`config.mk`:
```
export PLATFORM = sky130hd
export DESIGN_NAME = number_load_fifo
export DESIGN_NICKNAME = d
export VERILOG_FILES = /design/src/rtl/number_load_fifo.sv
export SDC_FILE = /design/constraint.sdc
export NUM_CORES = 1
export LEC_CHECK = 0
export CORE_MARGIN = 2
export CORE_UTILIZATION = 35
export DETAILED_ROUTE_END_ITERATION = 6
export PLACE_DENSITY = 0.56
export SLEW_MARGIN = 20
export SYNTH_ARGS = -nofsm -noshare
export SYNTH_HDL_FRONTEND = slang
export SYNTH_SLANG_ARGS = --single-unit
```
`constraint.sdc`:
```
create_clock -name clk -period 2.85 [get_ports clk]
set_clock_uncertainty 0.2 [all_clocks]
set_input_delay 0.7125 -clock clk [delete_from_list [all_inputs] [get_ports clk]]
set_output_delay 0.7125 -clock clk [all_outputs]
set_load 0.01 [all_outputs]
```
`src/rtl/number_load_fifo.sv`:
```
// First-word-fall-through FIFO fed by a load strobe. It keeps an occupancy count,
// a full flag and a sticky overflow flag that records any dropped load.
module number_load_fifo #(
  parameter int WIDTH = 8,
  parameter int DEPTH = 8,
  parameter int AW    = 3
) (
  input  logic             clk,
  input  logic             rst,
  input  logic             load,
  input  logic [WIDTH-1:0] number,
  input  logic             clear,
  output logic             out_valid,
  input  logic             out_ready,
  output logic [WIDTH-1:0] out_data,
  output logic [AW:0]      count,
  output logic             full,
  output logic             overflow
);

  // Handshake: a word leaves on a rising edge where out_valid && out_ready.
  // out_valid depends only on stored state, never on out_ready.
  localparam logic [AW:0] FULL_COUNT = (AW+1)'(DEPTH);

  logic [WIDTH-1:0] mem_q [DEPTH];
  logic [WIDTH-1:0] mem_d [DEPTH];
  logic [AW-1:0]    rd_ptr_q, rd_ptr_d;
  logic [AW-1:0]    wr_ptr_q, wr_ptr_d;
  logic [AW:0]      count_q, count_d;
  logic             overflow_q, overflow_d;
  logic             pop;
  logic             wr_en;

  assign out_valid = (count_q != '0);
  assign full      = (count_q == FULL_COUNT);
  assign out_data  = mem_q[rd_ptr_q];
  assign count     = count_q;
  assign overflow  = overflow_q;

  always_comb begin
    pop        = out_valid & out_ready;
    // A pop frees a slot on the same edge, so a full FIFO can still take a word.
    wr_en      = load & (~full | pop);
    mem_d      = mem_q;
    rd_ptr_d   = rd_ptr_q;
    wr_ptr_d   = wr_ptr_q;
    count_d    = count_q;
    overflow_d = overflow_q;
    if (clear) begin
      rd_ptr_d   = '0;
      wr_ptr_d   = '0;
      count_d    = '0;
      overflow_d = 1'b0;
    end else begin
      if (wr_en) begin
        mem_d[wr_ptr_q] = number;
        wr_ptr_d        = wr_ptr_q + AW'(1);
      end
      if (pop) begin
        rd_ptr_d = rd_ptr_q + AW'(1);
      end
      if (wr_en && !pop) begin
        count_d = count_q + (AW+1)'(1);
      end else if (pop && !wr_en) begin
        count_d = count_q - (AW+1)'(1);
      end
      if (load && !wr_en) begin
        overflow_d = 1'b1;
      end
    end
  end

  always_ff @(posedge clk or posedge rst) begin
    if (rst) begin
      rd_ptr_q   <= '0;
      wr_ptr_q   <= '0;
      count_q    <= '0;
      overflow_q <= 1'b0;
    end else begin
      rd_ptr_q   <= rd_ptr_d;
      wr_ptr_q   <= wr_ptr_d;
      count_q    <= count_d;
      overflow_q <= overflow_d;
    end
  end

  // Storage carries no reset; stale words are unreachable once the pointers reset.
  always_ff @(posedge clk) begin
    mem_q <= mem_d;
  end

endmodule

```
==> run_results.csv <==
group,metric,value,unit
routing,via_count,1721,
timing,fin_crit,2.896,ns
timing,worst_pin_slew,0.8213,ns
clocking,cts.htree.levels,3,
final_layout,fillers,779,
logic_synthesis,synth_nets,197,
status,violations,"setup timing",
final_layout,fin_cells,349,
logic_synthesis,synth_fa_ha_area_frac,0.02194,
logic_synthesis,synth_top_family_by_area,"multiplexers",
global_routing,grt_pass1_wl,9480,um
timing,finalHoldViolCount,0,
timing,slew_headroom,0.4505,
routing,wl_per_cell,16.66,um
timing,finalSetupViolations,6,
logic_synthesis,synth_compound_area_frac,0.04154,
floorplanning,die_w,99.52,um
logic_synthesis,synth_warnings,0,
timing,rsz0062_at_grt,"yes",
clocking,cts.reportedPaths.clkPinSlew,0.07,ns
placed_design,hpwl,3628,um
logic_synthesis,synth_area_leaders,"edfxtp_1 60%, mux4_2 11%, dfrtp_1 8.6%",
global_routing,track_usage,0.1326,
routing,viasPerCell,4.931,
logic_synthesis,synthMuxAreaShare,0.1505,
clocking,clock_sinks,75,
clocking,cts-root-buf,"clkbuf_8",
min_path,holdCritPathClass,"flop to flop",
routing,post-route-drc-count,0,
logic_synthesis,yosys.area_share.simple,0.05799,
logic_synthesis,synth_area,3193,um2
routing,routed_wl,5815,um
placed_design,dpl_cell_area,3737,um2
logic_synthesis,syn-instance-count,179,
floorplanning,fp.dieH,99.52,um
clocking,cts_tree,"built",
clocking,clk_latency,0.35,ns
timing,tns,-0.1922,ns
logic_synthesis,synth_edf_count,64,
placed_design,portBuffers,27,
final_layout,drive_above_1_share,0.3402,
run,drv_cap,0,
logic_synthesis,ys_seq_elements,75,
final_layout,syn_to_final_growth,26.02,%
global_routing,gr-total-overflow,0,
placed_design,placedCellCount,326,
logic_synthesis,async_flop_share,0.1467,
worst_setup_path,crit_type,"flop to output pin",
min_path,hold_path_depth,2,
timing,fin_crit_sh,1.016,
logic_synthesis,synth_top_area_frac,0.6019,
timing,fmax,0.3453,GHz
power,power.total,3194,uW
clocking,ctsLongestPathBuffers,2,
logic_synthesis,post_synth.cell_area_avg,17.84,um2
worst_setup_path,end_kind,"output pin",
power,ir_drop,328.6,uV
logic_synthesis,yosysMostFrequentCell,"edfxtp_1",
worst_setup_path,worst-endpoint-arrival,1.98,ns
routing,wl_met1,2748,um
routing,wl_met3,204,um
routing,ant_nets,0,
routing,dr_wl_met2,2739,um
logic_synthesis,yosys-top-cells-count,"64 x edfxtp_1, 16 x mux4_2, 15 x nor2_1, 11 x dfrtp_1, 8 x mux2_2",
timing,setup_ws,-0.04603,ns
clocking,cts_hold_buf,0,
placed_design,gp_congestion,0.7498,
power,powerDensity,793.8,nW/um2
logic_synthesis,ys_types,38,
logic_synthesis,ys.flop_type,"edfxtp_1",
final_layout,num-nets-final,254,
global_routing,grt_pass1_vias,1811,
final_layout,n_antenna_cell,0,
logic_synthesis,yosys.area_share.xor_xnor,0.01646,
logic_synthesis,synth_top_area_cell,"edfxtp_1",
worst_setup_path,crit_fanout,6,
global_routing,antenna_found_initial,0,
timing,slew_viol_final,0,
floorplanning,core_area,8763,um2
routing,dr.pass1.iters,4,
logic_synthesis,yosysSeqAreaShare,0.6881,
floorplanning,ios,28,
floorplanning,start_util,0.3644,
worst_setup_path,cp.required,1.94,ns
floorplanning,rows,34,
routing,top_layer_used,"met4",
worst_setup_path,rr_worst_depth,7,
status,outcome,"complete, but fails checks",
routing,drt-initial-drc-count,119,
power,leakage,0.001420,uW
clocking,numCtsBuffers,9,
worst_setup_path,start_kind,"flop",
floorplanning,die_area,9903,um2
final_layout,final_area,4024,um2
global_routing,grt_max_degree,19,
## placed cells by master, fill, tap and decap left out, types with 3 or more instances in the layout
| cell type | Yosys | final |
|---|---|---|
| ha_1 | 4 | 4 |
| buf_6 | 2 | 9 |
| mux2i_1 | 3 | 3 |
| clkdlybuf4s50_1 | 0 | 19 |
| nand2b_1 | 3 | 3 |
| edfxtp_1 | 64 | 64 |
| o211ai_1 | 3 | 3 |
| nand3_1 | 3 | 3 |
| mux4_2 | 16 | 16 |
| xnor2_1 | 3 | 3 |
| inv_1 | 5 | 5 |
| xor2_1 | 3 | 3 |
| clkbuf_8 | 0 | 9 |
| nor2_1 | 15 | 15 |
| dfrtp_1 | 11 | 10 |
| nand2_1 | 4 | 4 |
| buf_4 | 1 | 20 |
| a21oi_1 | 3 | 3 |
| mux2_4 | 0 | 6 |
## per-layer routing
metal  GRT usage  up-vias
li1            -      815
met1      0.1765      864
met2      0.2011       34
met3     0.03795        8
met4     0.06322        0
met5           0        -
## state kept, by name (all words and copies together) (netlist names)
signal / count
count: 4
mem_q: 64
rd_ptr_q: 3
overflow: 1
wr_ptr_q: 3
## logic make-up (layout without fill, tap and decap cells)
kind of cell | after synthesis | after routing
DFF | 75 | 75
buffers and inverters | 14 | 76
xor gates and xnor gates | 6 | 6
and+or+nand+nor | 37 | 37
muxes | 27 | 27
adders and majority gates | 5 | 5
AOI/OAI and AO/OA | 15 | 15
## path summary, 6_finish.rpt
kind                                   from          end  slack (ns)
worst max-delay path            rd_ptr_q[0]  out_data[4]       -0.05
worst min-delay path               overflow     overflow        0.30
worst max register to register     count[0]     count[3]        0.39
worst min register to register     overflow     overflow        0.30
max in group asynchronous               rst  rd_ptr_q[0]        1.65
min in group asynchronous               rst     count[1]        0.47
## area by class of cell
cell class / instances / area, um2 / area share
multi-input combinational: 90 / 960.9 / 0.2388
tap: 108 / 135.1 / 0.03358
clock inverter: 5 / 30.03 / 0.007463
timing repair buffer: 55 / 549.3 / 0.1365
inverter: 5 / 18.77 / 0.004664
sequential: 75 / 2198 / 0.5463
clock buffer: 11 / 131.4 / 0.03265
## where the power goes
group          internal (uW)  leakage [uW]  switching [uW]
Clock                    312     0.0000807             367
Combinational            721      0.000615             451
Sequential              1250      0.000724            94.0
Total                   2280       0.00142             913
## worst max-delay path, cell delays in order (launching register included)
cell and delay, ns:
dfrtp_2 0.48, buf_12 0.15, buf_8 0.11, mux4_2 0.50, mux2_4 0.28, buf_6 0.12
## metrics by stage
stage,setup WS (ns),hold WS [ns],utilization
after floorplan,0.1418,0.3283,-
after global placement,-0.01622,0.2955,0.4265
after detailed placement,-0.06563,0.2986,0.4265
after CTS,-0.05678,0.3164,0.4573
after global routing,-0.1000,0.3607,0.4592
final,-0.04603,0.3032,0.4592
## repair_timing
item                                    CTS  global route
gates resized for setup                  50             4
buffers inserted                          6             0
cloned                                    1             0
endpoints found under the setup margin    8             9
(Power assumes the default switching activity.)
